--- src/rtl/pot_scanner.sv ---
// Round-robin scanner for twelve potentiometers on two 8-channel SPI ADCs.
// Each slot runs one 17-period conversion frame; results pass a hysteresis filter.
module pot_scanner #(
    parameter int DCLK_DIV = 25,
    parameter int CS_GAP   = 50,
    parameter int HYST     = 2
) (
    input  logic       clk,
    input  logic       rst,
    input  logic       cipo,
    output logic       copi,
    output logic       dclk,
    output logic       cs0,
    output logic       cs1,
    output logic [9:0] volume,
    output logic [9:0] pitch,
    output logic [9:0] delay_wet,
    output logic [9:0] delay_rate,
    output logic [9:0] delay_feedback,
    output logic [9:0] reverb_wet,
    output logic [9:0] reverb_size,
    output logic [9:0] reverb_feedback,
    output logic [9:0] filter_quality,
    output logic [9:0] filter_cutoff,
    output logic [9:0] distortion_drive,
    output logic [9:0] crush_pressure,
    output logic       scan_done
);

    typedef enum logic [1:0] {
        GAP    = 2'd0,
        FRAME  = 2'd1,
        COMMIT = 2'd2
    } state_t;

    localparam logic [7:0]  GAP_LAST    = 8'(CS_GAP - 1);
    localparam logic [7:0]  DIV_LAST    = 8'(DCLK_DIV - 1);
    localparam logic [4:0]  LAST_PERIOD = 5'd17;
    localparam logic [4:0]  FIRST_DATA  = 5'd8;
    localparam logic [3:0]  LAST_SLOT   = 4'd11;
    localparam logic [10:0] HYST_LSB    = 11'(HYST);

    state_t      state_q, state_d;
    logic [7:0]  gap_q, gap_d;
    logic [7:0]  cyc_q, cyc_d;
    logic        half_q, half_d;
    logic [4:0]  period_q, period_d;
    logic [3:0]  slot_q, slot_d;
    logic [9:0]  shift_q, shift_d;
    logic [9:0]  pot_q [12];

    logic        cs0_q, cs0_d;
    logic        cs1_q, cs1_d;
    logic        dclk_q, dclk_d;
    logic        copi_q, copi_d;
    logic        done_q, done_d;

    logic        sample;
    logic [9:0]  old_val;
    logic [10:0] diff;
    logic        update;

    // NOTE: every signal driven here gets a default first so no path leaves it
    // unassigned, which would otherwise infer a latch.
    always_comb begin
        state_d  = state_q;
        gap_d    = gap_q;
        cyc_d    = cyc_q;
        half_d   = half_q;
        period_d = period_q;
        slot_d   = slot_q;

        case (state_q)
            GAP: begin
                if (gap_q == GAP_LAST) begin
                    state_d  = FRAME;
                    gap_d    = '0;
                    cyc_d    = '0;
                    half_d   = 1'b0;
                    period_d = 5'd1;
                end else begin
                    gap_d = gap_q + 8'd1;
                end
            end
            FRAME: begin
                if (cyc_q == DIV_LAST) begin
                    cyc_d = '0;
                    if (!half_q) begin
                        half_d = 1'b1;
                    end else if (period_q == LAST_PERIOD) begin
                        state_d = COMMIT;
                        half_d  = 1'b0;
                    end else begin
                        half_d   = 1'b0;
                        period_d = period_q + 5'd1;
                    end
                end else begin
                    cyc_d = cyc_q + 8'd1;
                end
            end
            COMMIT: begin
                state_d = GAP;
                slot_d  = (slot_q == LAST_SLOT) ? 4'd0 : slot_q + 4'd1;
            end
            default: state_d = GAP;
        endcase
    end

    // cipo is taken in the first high cycle of each dclk period.
    always_comb begin
        sample  = (state_q == FRAME) && half_q && (cyc_q == 8'd0);
        shift_d = shift_q;
        if (sample && (period_q >= FIRST_DATA)) begin
            shift_d = {shift_q[8:0], cipo};
        end
    end

    // Pins are registered from next-state values so they line up with the FSM.
    always_comb begin
        cs0_d  = !((state_d == FRAME) && !slot_d[3]);
        cs1_d  = !((state_d == FRAME) && slot_d[3]);
        dclk_d = (state_d == FRAME) && half_d;
        done_d = (state_d == COMMIT) && (slot_d == LAST_SLOT);
        copi_d = 1'b0;
        if (state_d == FRAME) begin
            case (period_d)
                5'd1, 5'd2: copi_d = 1'b1;
                5'd3:       copi_d = slot_d[2];
                5'd4:       copi_d = slot_d[1];
                5'd5:       copi_d = slot_d[0];
                default:    copi_d = 1'b0;
            endcase
        end
    end

    // Dead-band filter; endpoints always pass so full travel is reachable.
    always_comb begin
        old_val = pot_q[slot_q];
        if (shift_q > old_val) begin
            diff = {1'b0, shift_q} - {1'b0, old_val};
        end else begin
            diff = {1'b0, old_val} - {1'b0, shift_q};
        end
        update = (diff > HYST_LSB) || (shift_q == 10'd0) || (shift_q == 10'h3FF);
    end

    always_ff @(posedge clk) begin
        if (!rst) begin
            state_q  <= GAP;
            gap_q    <= '0;
            cyc_q    <= '0;
            half_q   <= 1'b0;
            period_q <= '0;
            slot_q   <= '0;
            shift_q  <= '0;
            cs0_q    <= 1'b1;
            cs1_q    <= 1'b1;
            dclk_q   <= 1'b0;
            copi_q   <= 1'b0;
            done_q   <= 1'b0;
            // NOTE: the value store is reset element by element because these
            // registers drive outputs that must read zero during reset.
            for (int i = 0; i < 12; i++) begin
                pot_q[i] <= '0;
            end
        end else begin
            state_q  <= state_d;
            gap_q    <= gap_d;
            cyc_q    <= cyc_d;
            half_q   <= half_d;
            period_q <= period_d;
            slot_q   <= slot_d;
            shift_q  <= shift_d;
            cs0_q    <= cs0_d;
            cs1_q    <= cs1_d;
            dclk_q   <= dclk_d;
            copi_q   <= copi_d;
            done_q   <= done_d;
            if ((state_q == COMMIT) && update) begin
                pot_q[slot_q] <= shift_q;
            end
        end
    end

    assign cs0       = cs0_q;
    assign cs1       = cs1_q;
    assign dclk      = dclk_q;
    assign copi      = copi_q;
    assign scan_done = done_q;

    assign volume           = pot_q[0];
    assign pitch            = pot_q[1];
    assign delay_wet        = pot_q[2];
    assign delay_rate       = pot_q[3];
    assign delay_feedback   = pot_q[4];
    assign reverb_wet       = pot_q[5];
    assign reverb_size      = pot_q[6];
    assign reverb_feedback  = pot_q[7];
    assign filter_quality   = pot_q[8];
    assign filter_cutoff    = pot_q[9];
    assign distortion_drive = pot_q[10];
    assign crush_pressure   = pot_q[11];

endmodule

--- config.mk ---
export PLATFORM = sky130hd
export DESIGN_NAME = pot_scanner
export DESIGN_NICKNAME = d
export VERILOG_FILES = /design/src/rtl/pot_scanner.sv
export SDC_FILE = /design/constraint.sdc
export NUM_CORES = 1
export LEC_CHECK = 0
export ABC_AREA = 1
export BUFFER_PORTS_ARGS = -buffer_cell sky130_fd_sc_hd__buf_4
export CAP_MARGIN = 30
export CORE_AREA = 2 2 127 141
export DETAILED_ROUTE_END_ITERATION = 10
export DIE_AREA = 0 0 129 143
export PLACE_DENSITY = 0.92
export SYNTH_ARGS = -nofsm -noshare
export SYNTH_HDL_FRONTEND = slang
export SYNTH_SLANG_ARGS = --single-unit
--- constraint.sdc ---
create_clock -name clk -period 7.84 [get_ports clk]
set_input_delay 1.568 -clock clk [delete_from_list [all_inputs] [get_ports clk]]
set_output_delay 1.568 -clock clk [all_outputs]
set_load 0.1 [all_outputs]
==> results of run 1 <==
-- path summary, 6_finish.rpt --
| check | from | end | slack (ps) | cells past startpoint |
|---|---|---|---|---|
| worst max-delay path | slot_q[0]$_SDFF_PN0_ | pot_q[10][1]$_SDFFCE_PN0P_ | 2350 | 22 |
| worst min register to register | cyc_q[1]$_SDFFE_PN0P_ | cyc_q[1]$_SDFFE_PN0P_ | 490 | 2 |
| worst min-delay path | cyc_q[1]$_SDFFE_PN0P_ | cyc_q[1]$_SDFFE_PN0P_ | 490 | 2 |
| worst max register to register | slot_q[0]$_SDFF_PN0_ | pot_q[10][1]$_SDFFCE_PN0P_ | 2350 | 22 |
-- layout make-up --
class / count / area, um^2
clock buffers: 29 / 586
fillers: 1139 / 4820
repair buffers: 135 / 1020
well taps: 234 / 293
clock inverters: 8 / 62.6
flip-flops and latches: 203 / 5670
inverters: 116 / 435
multi-input cells: 805 / 4080
-- layout by cell type (no fill, tap or decap), types with 21 or more instances in the layout --
cell type / Yosys / final
nand4_1: 21 / 21
dfxtp_1: 43 / 42
o22ai_1: 42 / 42
buf_4: 2 / 134
o21ai_0: 106 / 106
edfxtp_1: 160 / 160
nand3_1: 44 / 44
nand2_1: 194 / 194
nor2_1: 237 / 236
inv_1: 114 / 113
clkbuf_16: 0 / 21
a21oi_1: 38 / 38
nor2_2: 29 / 30
ha_1: 31 / 31
-- power breakdown --
group | switching [mW] | internal (mW) | total (mW)
logic | 0.247 | 0.0506 | 0.298
clock network | 0.404 | 0.554 | 0.958
registers | 0.0220 | 1.18 | 1.20
total | 0.674 | 1.78 | 2.46
-- worst min-delay path, stage by stage (launching register included) --
cell and delay (ps):
dfxtp_1 320, nand2_1 70, a21oi_1 50
-- state kept, by name, summed over array words and instances (netlist names) --
register,count
gap_q,8
copi,1
cs0,1
pot_q,160
half_q,1
dclk,1
period_q,5
scan_done,1
state_q,2
cs1,1
shift_q,10
slot_q,4
cyc_q,8
-- cell families after synthesis --
| kind of cell | Yosys count | synth area share (%) |
|---|---|---|
| AOI/OAI and AO/OA | 191 | 9.71 |
| xor gates and xnor gates | 5 | 0.415 |
| adders and majority gates | 33 | 4.06 |
| buffers and inverters | 183 | 7.69 |
| DFF | 203 | 53.7 |
| and+or+nand+nor | 576 | 24.4 |
-- per-layer routing --
metal,vias up,GRT usage [%],routed length [um]
met3,211,8.65,4530
met5,-,0,13
met4,2,21.7,2280
li1,4160,-,-
met2,873,57.0,15400
met1,4420,43.2,10900
-- stage by stage --
stage / utilization (%) / power (mW) / area [um^2] / hold WS [ps]
after floorplan: - / 1.45 / 10500 / 447
after global placement: 67.6 / 1.52 / 11500 / 462
after detailed placement: 67.7 / 1.52 / 11500 / 481
after CTS: 71.5 / 2.45 / 12100 / 489
after global routing: 71.6 / 2.49 / 12100 / 510
final: 71.6 / 2.46 / 12100 / 495
==> metrics.csv, run 1 <==
stage,metric,value,unit
status,status,completed,
logic_synthesis,post-synth top area cell,edfxtp_1,
detailed_routing,DR WL/cell,21.7,um
worst_hold_path,worst hold-check path type,flip-flop to flip-flop,
detailed_routing,final wirelength,33100,um
power,Leak,4.69,nW
clock_tree,H-Tree Depth,1,
detailed_routing,via-per-instance ratio,6.32,
timing,setup ws final,2350,ps
setup_path,crit-path max cell delay,570,ps
logic_synthesis,Post-synth EDFFs,160,
logic_synthesis,Yosys cell types,37,
clock_tree,Resized cells post-CTS,0,
power,worst vdd ir,0.000176,V
placed_design,DPL Wire Length,22300,um
floorplanning,I/O pins,128,
floorplanning,FP Rows,50,
clock_tree,CTS Hold Bufs,0,
detailed_routing,DR pass1 iterations,7,
clock_tree,Root Driver,clkbuf_16,
power,Cell Pwr Density,203,nW/um^2
logic_synthesis,Syn. warnings,0,
layout,final cell count without fillers,1530,
setup_path,Critical path buffers and inverters,4,
setup_path,Worst setup EP type,flip-flop,
global_routing,largest net degree at the start of global routing,84,
placed_design,Placed Cells,1491,
logic_synthesis,commonest cells in the netlist,"nor2_1, nand2_1, edfxtp_1, inv_1, o21ai_0",
timing,Setup Viol. Count Final,0,
timing,Worst Tran Pin Value,1040,ps
timing,Setup TNS,0,ps
placed_design,pre-CTS setup slack,2610,ps
timing,crit share post-route,70.0,%
floorplanning,die width,129,um
logic_synthesis,Avg Inst Size Synth,8.85,um^2
floorplanning,Placeable Area,17000,um^2
setup_path,crit path max fanout,53,
setup_path,Required @ worst endpoint,7970,ps
timing,headroom to the max-slew limit,30.5,%
layout,Diodes inserted,0,
logic_synthesis,synthesized cell area,10500,um^2
setup_path,cell family contributing the most delay on the critical path,simple AND/OR/NAND/NOR gates,
timing,Tmin final,5490,ps
clock_tree,postcts setup bufs,0,
setup_path,WP data arrival,5620,ps
global_routing,initial antenna violation count,1,
floorplanning,die span in y,143,um
logic_synthesis,"Seq/Total Area, Yosys",53.7,%
layout,Layout area overhead,15.1,%
placed_design,I/O Buffers,127,
logic_synthesis,Yosys reg bits,203,
logic_synthesis,share of the synthesized area in the top cell type,45.6,%
detailed_routing,1st-iter DRT viols,1518,
layout,Nets,1318,
setup_path,CP cell instances,inv_2 > buf_4 > o21ai_0 > o22ai_1 > nand2_1 > nand4_1 > inv_1 > ha_1 > fa_1 > inv_1 > nand3_1 > nand2_1 > nand2_1 > a21oi_1 > nor2_1 > nand2_1 > o21ai_0 > nand2_1 > nor2_2 > nand2_2 > nand3_1 > nand2_1,
setup_path,"Slowest-stage cell, CP",buf_4,
run,MaxCap Viol Count,0,
clock_tree,CTS tree,done,
timing,skew final,11.0,ps
clock_tree,Num CTS Buffers,21,
timing,final hold vios,0,
logic_synthesis,ys async rst share,0,%
setup_path,Crit Path Category,flip-flop to flip-flop,
logic_synthesis,most common cell in the netlist,nor2_1,
setup_path,Worst setup SP type,flip-flop,
global_routing,Tot GR Track Use,35.5,%
logic_synthesis,syn nets,1227,
global_routing,global-route wire length before repair,49600,um
timing,RSZ-0062 raised after global routing,no,
placed_design,RePlAce Congestion,1.06,
clock_tree,"Clk pin slew, worst setup/hold paths",60,ps
logic_synthesis,synth top area cells,"edfxtp_1, nor2_1, dfxtp_1",
clock_tree,clock buffer depth,3,
floorplanning,Die Area,18400,um^2
detailed_routing,post-route DRC violation count,0,
detailed_routing,DR vias,9666,
clock_tree,clock sink total,203,
logic_synthesis,Cells after Synth,1191,
timing,Max Fclk,182,MHz
logic_synthesis,Synth Flop Type,edfxtp_1,
detailed_routing,post-route ant nets,0,
clock_tree,worst skew pair latency,500,ps
setup_path,most frequent CP cell,nand2_1,
global_routing,grt ovf,0,
floorplanning,Initial Util,62.2,%
timing,fin. max-slew vios,0,
global_routing,number of global-route vias before repair,8855,
layout,share of cells above drive strength 1,17.6,%
Power figures use the tool's default switching activity.
==> run 2: changes to the inputs <==
==> config.mk (replaced) <==
export PLATFORM = sky130hd
export DESIGN_NAME = pot_scanner
export DESIGN_NICKNAME = d
export VERILOG_FILES = /design/src/rtl/pot_scanner.sv
export SDC_FILE = /design/constraint.sdc
export NUM_CORES = 1
export LEC_CHECK = 0
export ABC_AREA = 0
export BUFFER_PORTS_ARGS = -buffer_cell sky130_fd_sc_hd__buf_4
export CAP_MARGIN = 30
export CORE_AREA = 2 2 134 149
export DETAILED_ROUTE_END_ITERATION = 10
export DIE_AREA = 0 0 136 151
export PLACE_DENSITY = 0.87
export SYNTH_ARGS = -nofsm -noshare
export SYNTH_HDL_FRONTEND = slang
export SYNTH_SLANG_ARGS = --single-unit
==> constraint.sdc (replaced) <==
create_clock -name clk -period 5.15 [get_ports clk]
set_input_delay 1.03 -clock clk [delete_from_list [all_inputs] [get_ports clk]]
set_output_delay 1.03 -clock clk [all_outputs]
set_load 0.1 [all_outputs]
==> run 2 against run 1 <==
Effect of this change: critical path depth is 9 lower; clock-buffer cell count stayed put; synthesized cell count is 18% lower; critical endpoint is now pot_q[12][6]$_DFFE_PP_; die area is 11% higher; critical path type unchanged; utilization is 3.1 points lower; combinational power is 38% higher; largest power group unchanged; via count is 6.1% lower; worst hold slack better by 6.8 ps.
==> metrics.csv, run 2 <==
stage,metric,value,unit,change
setup_path,CP cell instances,buf_4 > mux4_2 > mux4_2 > ha_1 > nor2b_1 > o211ai_1 > a21oi_1 > or4_1 > o211ai_1 > o21ai_4 > buf_12 > a211oi_1 > buf_4,,was inv_2 > buf_4 > o21ai_0 > o22ai_1 > nand2_1 > nand4_1 > inv_1 > ha_1 > fa_1 > inv_1 > nand3_1 > nand2_1 > nand2_1 > a21oi_1 > nor2_1 > nand2_1 > o21ai_0 > nand2_1 > nor2_2 > nand2_2 > nand3_1 > nand2_1
detailed_routing,post-route DRC violation count,0,,unchanged
setup_path,WP data arrival,5080,ps,was 5620 ps
setup_path,"Slowest-stage cell, CP",mux4_2,,was buf_4
global_routing,grt ovf,0,,unchanged
layout,Largest regs,"pot_q x160, shift_q x10",,unchanged
timing,Setup Viol. Count Final,0,,unchanged
worst_hold_path,worst hold-check path type,flip-flop to flip-flop,,unchanged
setup_path,Required @ worst endpoint,5340,ps,was 7970 ps
layout,Nets,1126,,"was 1,318"
logic_synthesis,Syn. warnings,0,,unchanged
global_routing,Tot GR Track Use,31.9,%,was 35.5%
global_routing,initial antenna violation count,0,,was 1
clock_tree,clock sink total,203,,unchanged
logic_synthesis,syn nets,1017,,"was 1,227"
logic_synthesis,Post-synth EDFFs,160,,unchanged
placed_design,RePlAce Congestion,0.993,,was 1.06
layout,most frequent cells in the layout,"buf_4, edfxtp_1, a21oi_1",,"was nor2_1, nand2_1, edfxtp_1"
timing,Setup TNS,0,ps,unchanged
floorplanning,die width,136,um,was 129 um
layout,largest register by flop count,pot_q,,unchanged
logic_synthesis,ys async rst share,0,%,unchanged
logic_synthesis,Yosys cell types,66,,was 37
timing,Tmin final,4890,ps,was 5490 ps
layout,share of cells above drive strength 1,25.2,%,was 17.6%
layout,final core utilization,68.5,%,was 71.6%
layout,Largest register FFs,160,,unchanged
detailed_routing,via-per-instance ratio,6.71,,was 6.32
floorplanning,FP Rows,53,,was 50
clock_tree,Num CTS Buffers,21,,unchanged
detailed_routing,DR pass1 iterations,6,,was 7
setup_path,crit path max fanout,56,,was 53
clock_tree,H-Tree Depth,1,,unchanged
setup_path,Worst setup EP type,flip-flop,,unchanged
logic_synthesis,share of the synthesized area in the top cell type,43.5,%,was 45.6%
logic_synthesis,synthesized cell area,11100,um^2,"was 10,500 um^2"
placed_design,DPL Wire Length,23100,um,"was 22,300 um"
status,status,completed,,unchanged
logic_synthesis,Cells after Synth,981,,"was 1,191"
layout,"most common cell after layout, fill and taps aside",buf_4,,was nor2_1
placed_design,I/O Buffers,127,,unchanged
timing,WHS,501,ps,was 495 ps
clock_tree,CTS tree,done,,unchanged
clock_tree,postcts setup bufs,0,,unchanged
floorplanning,Placeable Area,19000,um^2,"was 17,000 um^2"
setup_path,Crit Path Category,flip-flop to flip-flop,,unchanged
layout,final cell count without fillers,1352,,"was 1,530"
clock_tree,worst skew pair latency,500,ps,about the same
timing,Max Fclk,205,MHz,was 182 MHz
clock_tree,"Clk pin slew, worst setup/hold paths",70,ps,was 60 ps
detailed_routing,1st-iter DRT viols,1352,,"was 1,518"
floorplanning,Die Area,20500,um^2,"was 18,400 um^2"
detailed_routing,post-route ant nets,0,,unchanged
timing,fin. max-slew vios,0,,unchanged
global_routing,largest net degree at the start of global routing,58,,was 84
logic_synthesis,commonest cells in the netlist,"edfxtp_1, a21oi_1, nand3_1, nor2_1, a211oi_1",,"was nor2_1, nand2_1, edfxtp_1, inv_1, o21ai_0"
timing,crit share post-route,94.9,%,was 70.0%
floorplanning,die span in y,151,um,was 143 um
logic_synthesis,Avg Inst Size Synth,11.3,um^2,was 8.85 um^2
logic_synthesis,"Seq/Total Area, Yosys",51.3,%,was 53.7%
setup_path,Worst setup SP type,flip-flop,,unchanged
run,MaxCap Viol Count,0,,unchanged
detailed_routing,DR vias,9075,,"was 9,666"
placed_design,Placed Cells,1314,,"was 1,491"
timing,RSZ-0062 raised after global routing,no,,unchanged
floorplanning,Initial Util,58.3,%,was 62.2%
power,Cell Pwr Density,283,nW/um^2,was 203 nW/um^2
timing,final hold vios,0,,unchanged
global_routing,global-route wire length before repair,49600,um,about the same
clock_tree,Root Driver,clkbuf_16,,unchanged
timing,headroom to the max-slew limit,30.4,%,was 30.5%
clock_tree,clock buffer depth,3,,unchanged
detailed_routing,DR WL/cell,24.1,um,was 21.7 um
global_routing,number of global-route vias before repair,8460,,"was 8,855"
logic_synthesis,synth top area cells,"edfxtp_1, mux4_2, dfxtp_1",,"was edfxtp_1, nor2_1, dfxtp_1"
timing,skew final,12.1,ps,was 11.0 ps
timing,Worst Tran Pin Value,1040,ps,about the same
setup_path,crit-path max cell delay,580,ps,was 570 ps
logic_synthesis,Yosys reg bits,203,,unchanged
floorplanning,I/O pins,128,,unchanged
logic_synthesis,Synth Flop Type,edfxtp_1,,unchanged
power,worst vdd ir,0.000218,V,was 0.000176 V
detailed_routing,final wirelength,32600,um,"was 33,100 um"
power,Leak,4.63,nW,was 4.69 nW
logic_synthesis,post-synth top area cell,edfxtp_1,,unchanged
layout,Layout area overhead,17.5,%,was 15.1%
logic_synthesis,most common cell in the netlist,edfxtp_1,,was nor2_1
layout,Diodes inserted,0,,unchanged
## run 2: cell types whose count changed after synthesis, moves of 20 or more
cell,delta
a21oi_1,+88
mux4_2,+50
nand2_1,-138
o22ai_1,-41
buf_2,+20
nor2_1,-162
a211oi_1,+56
nor2_2,-28
inv_1,-73
nand3_1,+34
o21ai_0,-83
## run 2: critical path: cells and delay by family, from the launching register on
| kind | cells | cell delay, ps |
|---|---|---|
| AOI/OAI and AO/OA | 5 | 1040 |
| DFF | 1 | 510 |
| muxes | 2 | 1080 |
| adders and majority gates | 1 | 450 |
| and+or+nand+nor | 2 | 710 |
| buffers and inverters | 3 | 740 |
## run 2: metrics by stage
stage	worst slack [ps]	power (mW)	area [um^2]
after floorplan	143	2.16	11100
after global placement	362	2.25	12300
after detailed placement	242	2.26	12300
after CTS	162	3.68	13000
after global routing	113	3.75	13000
final	261	3.68	13000
## run 2: cell type report
type                            instances  area [um^2]
Clock inverter                          9         55.1
Clock buffer                           29          597
Fill cell                            1382         5980
Tap cell                              247          309
Timing Repair Buffer                  175         1400
Sequential cell                       203         5670
Inverter                               41          154
Multi-Input combinational cell        648         4800
## run 2: path summary, 6_finish.rpt
check / to / slack (ps) / cells past startpoint / start
worst max-delay path: pot_q[12][6]$_DFFE_PP_ / 260 / 13 / slot_q[0]$_SDFF_PN0_
worst min-delay path: half_q$_SDFF_PN0_ / 500 / 1 / half_q$_SDFF_PN0_
worst max register to register: pot_q[12][6]$_DFFE_PP_ / 260 / 13 / slot_q[0]$_SDFF_PN0_
worst min register to register: half_q$_SDFF_PN0_ / 500 / 1 / half_q$_SDFF_PN0_
## run 2: report_power, final
group	internal [mW]	switching, mW	leakage [nW]
registers	1.79	0.0281	1.93
logic	0.0877	0.323	2.38
clock network	0.817	0.633	0.321
total	2.69	0.984	4.63
## run 2: routing by layer
metal	share of wire, %	global-route usage [%]
met5	0	0
met4	4.5	12.4
met3	9.8	4.45
met2	50	53.7
met1	36	42.0
## run 2: repair_timing
action                                 CTS  global route
setup endpoints to repair                0           124
hold buffers                             0             0
endpoints found under the hold margin    0             0
gates resized for setup                  0             2
## run 2: kinds of logic (layout without fill, tap and decap cells)
logic type | after synthesis | in the layout | synth area share [%]
AOI/OAI and AO/OA | 254 | 254 | 14.3
xor gates and xnor gates | 8 | 8 | 0.634
buffers and inverters | 130 | 254 | 5.48
DFF | 203 | 203 | 51.3
muxes | 58 | 58 | 11.0
and+or+nand+nor | 295 | 295 | 13.5
adders and majority gates | 33 | 33 | 3.87
